[config.mk]
export PLATFORM = sky130hd
export DESIGN_NAME = jtframe_lfbuf_mem_flat
export DESIGN_NICKNAME = d
export VERILOG_FILES = /design/src/rtl/jtframe_lfbuf_mem_if.sv /design/src/rtl/jtframe_lfbuf_mem.sv /design/src/flat_wrapper.sv
export SDC_FILE = /design/constraint.sdc
export NUM_CORES = 1
export LEC_CHECK = 0
export CAP_MARGIN = 20
export CORE_MARGIN = 10
export CORE_UTILIZATION = 49
export DETAILED_ROUTE_END_ITERATION = 10
export PLACE_DENSITY = 0.79
export SYNTH_ARGS = -nofsm -noshare
export SYNTH_HDL_FRONTEND = slang
export SYNTH_SLANG_ARGS = --single-unit
[constraint.sdc]
create_clock -name clk -period 3.1 [get_ports clk]
set_input_delay 0.62 -clock clk [delete_from_list [all_inputs] [get_ports clk]]
set_output_delay 0.62 -clock clk [all_outputs]
set_load 0.005 [all_outputs]
[src/rtl/jtframe_lfbuf_mem_if.sv]
// Memory-side bus of the line-frame buffer: request/ack handshake with
// {bank, row, column} addressing and 16-bit data in both directions.
interface jtframe_lfbuf_mem_if #(
   parameter int VW = 8,
   parameter int HW = 9
);
   logic [VW+HW:0] mem_addr;
   logic [15:0]    mem_din;
   logic [15:0]    mem_dout;
   logic           mem_req;
   logic           mem_we;
   logic           mem_ack;

   modport master (
      output mem_addr, mem_din, mem_req, mem_we,
      input  mem_dout, mem_ack
   );

   modport slave (
      input  mem_addr, mem_din, mem_req, mem_we,
      output mem_dout, mem_ack
   );
endinterface

[src/rtl/jtframe_lfbuf_mem.sv]
// Moves finished lines from the line buffer into frame memory and fetches
// the next display line from the opposite bank into the screen buffer.
module jtframe_lfbuf_mem #(
   parameter int VW   = 8,
   parameter int HW   = 9,
   parameter int HLEN = 256
) (
   input  logic          clk,
   input  logic          rst,
   input  logic          lhbl,
   input  logic [VW-1:0] vrender,
   input  logic          frame,
   input  logic          ln_hs,
   input  logic [VW-1:0] ln_v,
   output logic          line,
   output logic [HW-1:0] fb_addr,
   input  logic [15:0]   fb_din,
   output logic          fb_clr,
   output logic          fb_done,
   output logic [HW-1:0] rd_addr,
   output logic [15:0]   fb_dout,
   output logic          scr_we,
   jtframe_lfbuf_mem_if.master mem
);
   localparam logic [HW-1:0] LAST = HW'(HLEN - 1);

   typedef enum logic [2:0] {IDLE, WFETCH, WREQ, WCLR, RREQ, DONE} state_t;

   state_t         st_q, st_d;
   logic           line_q, line_d;
   logic [VW-1:0]  lnv_q, lnv_d, dump_row_q, dump_row_d, rd_row_q, rd_row_d;
   logic [HW-1:0]  wr_cnt_q, wr_cnt_d, rd_cnt_q, rd_cnt_d;
   logic [HW-1:0]  fb_addr_q, fb_addr_d, rd_addr_q, rd_addr_d;
   logic           wr_pend_q, wr_pend_d, skip_q, skip_d, wr_abort_q, wr_abort_d;
   logic           rd_pend_q, rd_pend_d, rd_abort_q, rd_abort_d;
   logic           row_valid_q, row_valid_d, fetch_q, fetch_d, scr_we_q, scr_we_d;
   logic [VW+HW:0] mem_addr_q, mem_addr_d;
   logic [15:0]    mem_din_q, mem_din_d, fb_dout_q, fb_dout_d;
   logic           frame_q, lhbl_q, frame_chg, lhbl_fall, req, we;

   assign frame_chg = frame != frame_q;
   assign lhbl_fall = lhbl_q & ~lhbl;

   always_comb begin
      st_d        = st_q;
      line_d      = line_q;
      lnv_d       = lnv_q;
      dump_row_d  = dump_row_q;
      rd_row_d    = rd_row_q;
      wr_cnt_d    = wr_cnt_q;
      rd_cnt_d    = rd_cnt_q;
      fb_addr_d   = fb_addr_q;
      rd_addr_d   = rd_addr_q;
      wr_pend_d   = wr_pend_q;
      skip_d      = skip_q;
      wr_abort_d  = wr_abort_q;
      rd_pend_d   = rd_pend_q;
      rd_abort_d  = rd_abort_q;
      row_valid_d = row_valid_q;
      mem_addr_d  = mem_addr_q;
      mem_din_d   = mem_din_q;
      fb_dout_d   = fb_dout_q;
      fetch_d     = (st_q == WFETCH);
      scr_we_d    = 1'b0;
      req         = 1'b0;
      we          = 1'b0;
      fb_clr      = 1'b0;
      fb_done     = 1'b0;

      // fb_din answers the address presented during WFETCH one cycle later
      if (fetch_q) mem_din_d = fb_din;

      case (st_q)
         IDLE: begin
            if (rd_pend_q) begin
               st_d       = RREQ;
               mem_addr_d = {~frame, rd_row_q, rd_cnt_q};
               rd_abort_d = 1'b0;
            end else if (wr_pend_q) begin
               if (skip_q) begin
                  st_d      = DONE;
                  wr_pend_d = 1'b0;
                  skip_d    = 1'b0;
               end else begin
                  st_d       = WFETCH;
                  fb_addr_d  = wr_cnt_q;
                  wr_abort_d = 1'b0;
               end
            end
         end
         WFETCH: begin
            st_d       = WREQ;
            mem_addr_d = {frame, dump_row_q, fb_addr_q};
         end
         WREQ: begin
            req = 1'b1;
            we  = 1'b1;
            if (mem.mem_ack) st_d = WCLR;
         end
         WCLR: begin
            fb_clr = 1'b1;
            if (!wr_abort_q && fb_addr_q == LAST) begin
               st_d      = DONE;
               wr_pend_d = 1'b0;
               skip_d    = 1'b0;
            end else begin
               if (!wr_abort_q) wr_cnt_d = fb_addr_q + 1'b1;
               if (rd_pend_q) begin
                  st_d       = RREQ;
                  mem_addr_d = {~frame, rd_row_q, rd_cnt_q};
                  rd_abort_d = 1'b0;
               end else begin
                  st_d = IDLE;
               end
            end
         end
         RREQ: begin
            req = 1'b1;
            if (mem.mem_ack) begin
               st_d = IDLE;
               // a word requested for a row that was since replaced is dropped
               if (!rd_abort_q) begin
                  scr_we_d  = 1'b1;
                  rd_addr_d = rd_cnt_q;
                  fb_dout_d = mem.mem_dout;
                  if (rd_cnt_q == LAST) rd_pend_d = 1'b0;
                  else                  rd_cnt_d  = rd_cnt_q + 1'b1;
               end
            end
         end
         DONE: begin
            fb_done = 1'b1;
            st_d    = IDLE;
         end
         default: st_d = IDLE;
      endcase

      if (frame_chg) row_valid_d = 1'b0;

      if (ln_hs) begin
         line_d      = ~line_q;
         dump_row_d  = lnv_q;
         lnv_d       = ln_v;
         wr_cnt_d    = '0;
         wr_pend_d   = 1'b1;
         skip_d      = !(row_valid_q && !frame_chg);
         row_valid_d = 1'b1;
         if (st_d == WFETCH || st_d == WREQ || st_d == WCLR) wr_abort_d = 1'b1;
      end

      if (lhbl_fall) begin
         rd_row_d  = vrender + 1'b1;
         rd_cnt_d  = '0;
         rd_pend_d = 1'b1;
         if (st_d == RREQ) rd_abort_d = 1'b1;
      end
   end

   always_ff @(posedge clk) begin
      frame_q <= frame;
      lhbl_q  <= lhbl;
      if (rst) begin
         st_q        <= IDLE;
         line_q      <= 1'b0;
         lnv_q       <= '0;
         dump_row_q  <= '0;
         rd_row_q    <= '0;
         wr_cnt_q    <= '0;
         rd_cnt_q    <= '0;
         fb_addr_q   <= '0;
         rd_addr_q   <= '0;
         wr_pend_q   <= 1'b0;
         skip_q      <= 1'b0;
         wr_abort_q  <= 1'b0;
         rd_pend_q   <= 1'b0;
         rd_abort_q  <= 1'b0;
         row_valid_q <= 1'b0;
         fetch_q     <= 1'b0;
         scr_we_q    <= 1'b0;
         mem_addr_q  <= '0;
         mem_din_q   <= '0;
         fb_dout_q   <= '0;
      end else begin
         st_q        <= st_d;
         line_q      <= line_d;
         lnv_q       <= lnv_d;
         dump_row_q  <= dump_row_d;
         rd_row_q    <= rd_row_d;
         wr_cnt_q    <= wr_cnt_d;
         rd_cnt_q    <= rd_cnt_d;
         fb_addr_q   <= fb_addr_d;
         rd_addr_q   <= rd_addr_d;
         wr_pend_q   <= wr_pend_d;
         skip_q      <= skip_d;
         wr_abort_q  <= wr_abort_d;
         rd_pend_q   <= rd_pend_d;
         rd_abort_q  <= rd_abort_d;
         row_valid_q <= row_valid_d;
         fetch_q     <= fetch_d;
         scr_we_q    <= scr_we_d;
         mem_addr_q  <= mem_addr_d;
         mem_din_q   <= mem_din_d;
         fb_dout_q   <= fb_dout_d;
      end
   end

   assign line         = line_q;
   assign fb_addr      = fb_addr_q;
   assign rd_addr      = rd_addr_q;
   assign fb_dout      = fb_dout_q;
   assign scr_we       = scr_we_q;
   assign mem.mem_addr = mem_addr_q;
   assign mem.mem_din  = mem_din_q;
   assign mem.mem_req  = req;
   assign mem.mem_we   = we;
endmodule

[src/flat_wrapper.sv]
// flat-port wrapper written by rule: the top's interface ports become plain ports
module jtframe_lfbuf_mem_flat 
#(
   parameter int VW   = 8,
   parameter int HW   = 9,
   parameter int HLEN = 256
)
  (clk, rst, lhbl, vrender, frame, ln_hs, ln_v, line, fb_addr, fb_din, fb_clr, fb_done, rd_addr, fb_dout, scr_we, mem_mem_addr, mem_mem_din, mem_mem_req, mem_mem_we, mem_mem_dout, mem_mem_ack);
  jtframe_lfbuf_mem_if #(.VW(VW), .HW(HW)) mem_i ();
  input  logic clk;
  input  logic rst;
  input  logic lhbl;
  input  logic [VW-1:0] vrender;
  input  logic frame;
  input  logic ln_hs;
  input  logic [VW-1:0] ln_v;
  output logic line;
  output logic [HW-1:0] fb_addr;
  input  logic [15:0] fb_din;
  output logic fb_clr;
  output logic fb_done;
  output logic [HW-1:0] rd_addr;
  output logic [15:0] fb_dout;
  output logic scr_we;
  output wire logic [$bits(mem_i.mem_addr)-1:0] mem_mem_addr;
  output wire logic [$bits(mem_i.mem_din)-1:0] mem_mem_din;
  output wire logic [$bits(mem_i.mem_req)-1:0] mem_mem_req;
  output wire logic [$bits(mem_i.mem_we)-1:0] mem_mem_we;
  input wire logic [$bits(mem_i.mem_dout)-1:0] mem_mem_dout;
  input wire logic [$bits(mem_i.mem_ack)-1:0] mem_mem_ack;
  assign mem_mem_addr = mem_i.mem_addr;
  assign mem_mem_din = mem_i.mem_din;
  assign mem_mem_req = mem_i.mem_req;
  assign mem_mem_we = mem_i.mem_we;
  assign mem_i.mem_dout = mem_mem_dout;
  assign mem_i.mem_ack = mem_mem_ack;
  jtframe_lfbuf_mem #(.VW(VW), .HW(HW), .HLEN(HLEN)) u_core (.clk(clk), .rst(rst), .lhbl(lhbl), .vrender(vrender), .frame(frame), .ln_hs(ln_hs), .ln_v(ln_v), .line(line), .fb_addr(fb_addr), .fb_din(fb_din), .fb_clr(fb_clr), .fb_done(fb_done), .rd_addr(rd_addr), .fb_dout(fb_dout), .scr_we(scr_we), .mem(mem_i));
endmodule
### Yosys cells after proc, flatten, opt, wreduce, memory -nomap -nowiden

Index checks and enable logic that the tools add are counted.

| word-level totals | value |
|---|---|
| bits in read-only memories | 0 |
| RAM bits | 0 |
| output and inout bits | 74 |
| memories kept | 0 |
| register bits | 124 |
| latch bits | 0 |

| operators by class | value |
|---|---|
| mux-type cells | 44 |
| equality and inequality tests | 17 |
| multipliers | 0 |
| add/sub/neg operators | 3 |
| shift operators | 0 |
| bitwise gates (word level) | 12 |
| reduce and logical (&&, ||, !) cells | 26 |
| divide/modulo/power cells | 0 |
| order comparisons | 0 |

Operator list:

| operator | number |
|---|---|
| $pmux 18 s3 | 1 |
| $mux 18 | 2 |
| $mux 1 | 30 |
| $mux 3 | 7 |
| $add 9x1->9 const B | 2 |
| $eq 9x8->1 const B | 2 |
| $reduce_and 4->1 | 4 |
| $pmux 3 s5 | 1 |
| $eq 3x2->1 const B | 4 |
| $not 1->1 | 11 |
| $eq 3x3->1 const B | 3 |
| $reduce_and 3->1 | 3 |
| $add 8x1->8 const B | 1 |
| $reduce_bool 2->1 | 4 |
| $eq 3x1->1 const B | 2 |
| $ne 3x2->1 const B | 2 |
| $pmux 1 s2 | 3 |
| $reduce_bool 3->1 | 2 |
| $reduce_or 2->1 | 3 |
| $ne 2x2->1 const B | 2 |
| $logic_not 1->1 | 3 |
| $logic_not 3->1 | 1 |
| $ne 3x3->1 const B | 1 |
| $reduce_or 3->1 | 1 |
| other kinds (5) | 7 |

### Logic depth before layout (Yosys ltp)

| logic depth | value |
|---|---|
| word-level depth | 9 |
| depth in mapped cells | 11 |

### Least setup slack after synthesis

No wires, ideal clock.

| timing path | value |
|---|---|
| kind | reg2reg |
| start point | register u_core.fb_addr_q[0] (netlist: u_core.fb_addr[0]) |
| end point | register u_core.mem_addr_q[10] (netlist: u_core.mem.mem_addr[10]) |
| setup time | 0.062 ns |
| stages on the path, launching flop included | 12 |
| data arrival time | 2.233 ns |
| clock period less this slack | 2.295 ns |
| setup slack | 0.805 ns |
| buffers on the path | 2 |
| cells stage by stage | dfxtp_1 > ha_1 > nand3_1 > nor2_1 > and3_1 > ha_1 > nand2b_1 > a21oi_1 > clkbuf_1 > buf_2 > o2111ai_1 > nand3_1 |

| between the ends | value |
|---|---|
| word-level cells in the longest chain between the ends | 4 |

RTL lines:

| element | line | source |
|---|---|---|
| start: declaration | jtframe_lfbuf_mem.sv:33 | `logic [HW-1:0] fb_addr_q, fb_addr_d, rd_addr_q, rd_addr_d;` |
| start signal: assignment | jtframe_lfbuf_mem.sv:191 | `fb_addr_q <= fb_addr_d;` |
| $eq 9x8->1 | jtframe_lfbuf_mem.sv:102 | `if (!wr_abort_q && fb_addr_q == LAST) begin` |
| $logic_and 1x1->1 | jtframe_lfbuf_mem.sv:102 |  |
| $ne 2x2->1 (no line) | - |  |
| $reduce_and 2->1 (no line) | - |  |
| end signal: assignment | jtframe_lfbuf_mem.sv:201 | `mem_addr_q <= mem_addr_d;` |
| end: declaration | jtframe_lfbuf_mem.sv:37 | `logic [VW+HW:0] mem_addr_q, mem_addr_d;` |

No other way between the ends.
A chain may end at the register's enable or synchronous reset.

### Final worst setup path

| timing path | value |
|---|---|
| start point | register u_core.st_q[1] |
| end point | output fb_clr |

| between the ends | value |
|---|---|
| word-level cells in the longest chain between the ends | 2 |

RTL lines:

| element | line | source |
|---|---|---|
| start: declaration | jtframe_lfbuf_mem.sv:29 | `state_t st_q, st_d;` |
| start signal: assignment | jtframe_lfbuf_mem.sv:184 | `st_q <= st_d;` |
| $eq 3x2->1 | jtframe_lfbuf_mem.sv:73 | `case (st_q)` |
| $mux 1 | jtframe_lfbuf_mem.sv:73 |  |
| end: declaration | flat_wrapper.sv:20 | `output logic fb_clr;` |

No other way between the ends.

==> results.txt <==
Top_reg_cell synth: dfxtp_1
Fmax: 361 MHz
Number of remaining DRC errors: 0
Final setup violation count: 0
Largest net degree at the start of global routing: 50
Die Height: 123 um
ANT cells: 0
Core area: 10300 um^2
Starting Density: 0.502
Root Driver: clkbuf_8
Fin. max-slew vios: 0
Synth cell types: 48
Vias per inst: 5.50
CTS sink cnt: 124
Cell family contributing the most delay on the critical path: flip-flops
EDFF count, synth: 0
Top-count cell post-synth: dfxtp_1
Initial antenna violation count: 0
DRT iter0 DRCs: 397
Worst Reg-to-Reg Cells: 8
Syn Inst Count: 593
Wire per inst: 16.6 um
Setup slack after layout: 0.331 ns
Post-synthesis sequential element count: 124
Layout cells sized above 1: 0.0723
Row cnt: 37
CP arrival: 2.15 ns
Setup Buffers After CTS: 0
Die W: 123 um
Ports: 128
Synth top area share: 0.479
Power density over the cells: 576 nW/um^2
DP Area: 6490 um^2
Clock latency on the worst-skew pair: 0.51 ns
Non-Filler Cell Area, Final: 7120 um^2
WL final: 14200 um
CTS max path bufs: 2
Register area share after synthesis: 0.479
Global-route wire length before repair: 22900 um
Min-delay worst type: flip-flop to flip-flop
Worst-margin pin slew: 0.904 ns
Worst-path cell chain: nand2_1 -> nor2_1 -> clkdlybuf4s50_1
Crit Path Max Fanout: 14
Mean post-synth cell area: 8.74 um^2
Die outline area: 15100 um^2
Vias: 4704
Hold Crit Depth: 2
Total GRT Usage: 0.187
H-tree Lvls: 4
Pre-antenna DRT Iters: 5
Relative slew margins: 0.396
CTS tree: done
Total grt overflow: 0
Final Hold Viols: 0
Final Skew: 0.00971 ns
Nets@finish: 765
Critical Path RT: 2.48 ns
Syn_nets: 652
Cts repair resizes: 0
Share of flip-flops with an asynchronous set or reset: 0
Max-cap viol count: 0
CTS Hold Bufs: 0
Placed cell count: 821
Setup TNS Final: 0 ns
Top post-synthesis cells by area: dfxtp_1, mux2i_1, nand2_1
Slowest-stage cell, CP: dfxtp_1
Synth-to-layout area growth: 37.5%
Port buffer count: 127
Total CTS buffers: 17
Vias in the first global route: 4592
Final period util: 0.893
Buf/Inv on CP: 1
Clk pin slew, worst setup/hold paths: 0.06 ns
Worst setup SP type: flip-flop
Detail Placement HPWL: 9990 um
Crit end category: output port
RSZ-0062 raised after global routing: false
Status: completed
Peak supply drop: 0.000300 V
Mapped cell area: 5180 um^2
Number of routed nets with antenna violations: 0
Fin cells: 855
Total number of yosys warnings: 0
Post-synth top area cell: dfxtp_1
Biggest cell delay along the critical path: 0.61 ns
Post-Place Setup Slack: 0.384 ns
Leakage: 0.00272 uW
Crit path time final: 2.77 ns
Most instantiated cells after synthesis: dfxtp_1, nand2_1, nor2_1
WP depth: 3
Final RePlAce weighted congestion: 0.866
Worst setup path category: flip-flop to output port
==> cell families (layout without fill, tap and decap cells) <==
logic type	count (synthesis)	in the layout	synth area share
multiplexers	44	44	0.0850
flip-flops	124	124	0.479
adder cells (fa/ha/maj)	5	5	0.0121
AO/OA/AOI/OAI	87	87	0.111
AND/OR/NAND/NOR	265	265	0.241
XOR/XNOR	18	18	0.0304
buffers and inverters	50	176	0.0413
==> cells in the final DEF, fill, tap and decap left out, drive strengths merged, types with 3 or more instances in the layout <==
| cell type | count |
|---|---|
| ha | 5 |
| o2111ai | 17 |
| or3 | 3 |
| o21ai | 7 |
| a21oi | 35 |
| clkbuf | 21 |
| clkinv | 5 |
| clkdlybuf4s50 | 126 |
| inv | 7 |
| nor2 | 75 |
| and3 | 23 |
| nor3 | 4 |
| bufinv | 4 |
| dfxtp | 124 |
| buf | 12 |
| nand2b | 4 |
| nor2b | 5 |
| xnor2 | 9 |
| xor2 | 9 |
| nand2 | 89 |
| mux2i | 44 |
| or4 | 3 |
| nand3 | 43 |
| a211oi | 15 |
| nand4 | 4 |
==> metrics by stage <==
step | hold slack (ns) | total power, uW | utilization
2_1_floorplan | 0.425 | 1930 | -
3_3_place_gp | 0.441 | 2080 | 0.629
3_5_place_dp | 0.447 | 2090 | 0.629
4_1_cts | 0.445 | 4130 | 0.688
5_1_grt | 0.470 | 4240 | 0.690
6_report | 0.452 | 4100 | 0.690
==> power breakdown <==
part | switching (uW) | total [uW] | internal [uW]
Clock | 687 | 2030 | 1350
Sequential | 45.6 | 1690 | 1640
Combinational | 193 | 380 | 187
Total | 926 | 4100 | 3180
==> metal layers <==
metal	up-vias	wire length, um	global-route usage	part of all wire
li1	2294	-	-	-
met1	2203	5870	0.224	0.41
met2	174	6940	0.308	0.49
met3	33	991	0.0491	0.070
met4	0	419	0.0825	0.029
met5	-	0	0	0
==> flip-flops by register name, indices dropped and copies added, names as in the netlist, 3 cells and up <==
signal and flops:
u_core.mem.mem_addr 18, u_core.fb_dout 16, u_core.mem.mem_din 16, u_core.fb_addr 9, u_core.rd_addr 9, u_core.rd_cnt_q 9
u_core.wr_cnt_q 9, u_core.dump_row_q 8, u_core.lnv_q 8, u_core.rd_row_q 8, u_core.st_q 3
==> worst register-to-register path, stage by stage (launching register included) <==
cell and delay (ns):
dfxtp_1 0.44, ha_1 0.24, nand3_1 0.14, nor2_1 0.20, and3_1 0.18, ha_1 0.23
nor2b_1 0.30, a221oi_1 0.20, o41ai_1 0.40
==> cell type report <==
type,count,area (um^2)
clock buffers,21,449
clock inverters,11,165
fillers,786,3200
inverters,6,22.5
multi-input cells,419,2480
flip-flops and latches,124,2480
well taps,136,170
repair buffers,138,1350
==> path summary, 6_finish.rpt <==
check	from	slack, ns	end
max	u_core.st_q[1]	0.33	fb_clr
min	u_core.fb_dout[14]	0.45	u_core.fb_dout[14]
max reg2reg	u_core.fb_addr[0]	0.66	u_core.rd_abort_q
min reg2reg	u_core.fb_dout[14]	0.45	u_core.fb_dout[14]
Note: power is estimated with default switching activity, not from simulation.
==> RTL edit: new RTL, config.mk and constraints unchanged <==
The 6 states of `state_t` get a one-hot encoding in 6 bits.
--- a/src/rtl/jtframe_lfbuf_mem.sv
+++ b/src/rtl/jtframe_lfbuf_mem.sv
@@ -25,5 +25,5 @@
    localparam logic [HW-1:0] LAST = HW'(HLEN - 1);
 
-   typedef enum logic [2:0] {IDLE, WFETCH, WREQ, WCLR, RREQ, DONE} state_t;
+   typedef enum logic [5:0] {IDLE = 6'b000001, WFETCH = 6'b000010, WREQ = 6'b000100, WCLR = 6'b001000, RREQ = 6'b010000, DONE = 6'b100000} state_t;
 
    state_t         st_q, st_d;
Formal check against the unedited RTL: same outputs for any inputs over 4 cycles, from zero or initial values and one cycle with rst high; so few cycles prove little.
==> RTL edit against the unedited design <==
Sequential share of layout area is 0.58 points higher; total power is 1.2% higher; die area is 0.41% higher; non-clock buffer count is 2 lower; sequential power is 3% higher; count of clock-buffer cells in the layout is 2 lower; synthesized area is 0.48% higher; sequential cell count is 3 higher; hold slack better by 0.0031 ns; synthesized cell count is 5.9% lower; design area is 0.74% higher; setup slack worse by 0.20 ns; wire length is 3.7% lower; critical path type unchanged; largest cell class is now registers; largest power group unchanged.
==> RTL edit: results <==
export IMPL_status="completed"
export IMPL_use_met1_pct=20.5
export IMPL_wl_met3_um=935
export IMPL_first_iter_violations=264
export IMPL_placed_cells=793
export IMPL_dpl_cell_area_sq_um=6540
export IMPL_postSynthNetCount=617
export IMPL_final_cells=826
export IMPL_hpwlAfterDp_um=9870
export IMPL_synthCells=558
export IMPL_met1Wirelength_um=5480
export IMPL_use_met3_pct=6.15
export IMPL_rrSetupSlack_ns=0.33
export IMPL_pwr_group_clock_mw=2.00
export IMPL_combPwrFrac_pct=9.9
export IMPL_grtUsageMet2_pct=31.6
export IMPL_met2_length_um=6910
export IMPL_synth_mux_area_share_pct=11.7
export IMPL_via_per_inst=5.30
export IMPL_ir_drop_uv=335
export IMPL_antenna_found_initial=0
export IMPL_ys_types=44
export IMPL_r2r_cells=11
export IMPL_layout_nets=736
export IMPL_synth_area_leaders="dfxtp_1 49%, mux2i_1 12%, nor2_1 7.1%, nand2_1 4.5%, a211oi_2 4.1%"
export IMPL_p_sw_share_pct=23.5
export IMPL_worstPathArrival_ns=2.35
export IMPL_max_slew_worst_pin_slew_ns=0.897
export IMPL_synth_compound_area_share_pct=11.5
export IMPL_timing_hold_ws_ns=0.455
export IMPL_synth_top_cells_by_count="127 x dfxtp_1, 99 x nor2_1, 62 x nand2_1, 61 x mux2i_1, 37 x a21oi_1"
export IMPL_gp_congestion=0.870
export IMPL_grt_pass1_wl_um=22000
export IMPL_r2r_start="u_core.fb_addr[1]"
export IMPL_yosysSeqAreaShare_pct=48.8
export IMPL_wl_um=13700
export IMPL_synthAdderAreaFrac_pct=1.20
export IMPL_hold_start="u_core.rd_addr[0]"
export IMPL_r2r_end="u_core.mem.mem_addr[8]"
export IMPL_total_leakage_power_nw=2.69
export IMPL_grt_max_degree=69
export IMPL_synth_xor_area_share_pct=4.04
export IMPL_drive_above_1_share_pct=9.86
RTL edit: cell types whose count changed in the layout (fill, tap and decap cells not counted), moves of 5 or more:
| cell | change |
|---|---|
| mux2i_1 | +17 |
| xnor2_1 | +5 |
| nand2_1 | -27 |
| and3_1 | -20 |
| nand3_1 | -31 |
| o2111ai_1 | -17 |
| nor3_1 | +5 |
| a211oi_2 | +17 |
| nor2_1 | +26 |
RTL edit: per-stage QoR:
stage	utilization, %	total power, mW	setup slack (ns)
after floorplan	-	1.99	0.682
after global placement	63.3	2.16	0.349
after detailed placement	63.3	2.17	0.224
after CTS	69.2	4.17	0.0293
after global routing	69.5	4.30	0.0516
final	69.5	4.15	0.132
RTL edit: worst max-delay path by stage:
| stage | start | endpoint | slack (ns) | cells past startpoint |
|---|---|---|---|---|
| 5_1_grt | u_core.st_q[3] | fb_clr | 0.05 | 3 |
| 3_5_place_dp | u_core.fb_addr[1] | u_core.mem.mem_addr[13] | 0.22 | 10 |
| 4_1_cts | u_core.st_q[1] | mem_mem_req | 0.03 | 3 |
| 6_report | u_core.st_q[3] | fb_clr | 0.13 | 3 |
| 3_3_place_gp | u_core.fb_addr[1] | u_core.mem.mem_addr[17] | 0.35 | 10 |
| 2_1_floorplan | u_core.fb_addr[0] | u_core.mem.mem_addr[10] | 0.68 | 11 |
RTL edit: critical path: stages, from the launching register on:
cell and delay (ns):
dfxtp_1 0.51, or4b_4 0.56, nor2_1 0.21, clkdlybuf4s50_1 0.54
RTL edit: area by class of cell:
cell class	instances	area (sq um)
clock inverters	13	163
multi-input cells	387	2470
flip-flops and latches	127	2540
repair buffers	136	1360
inverters	8	30.0
fillers	786	3150
well taps	136	170
clock buffers	19	442
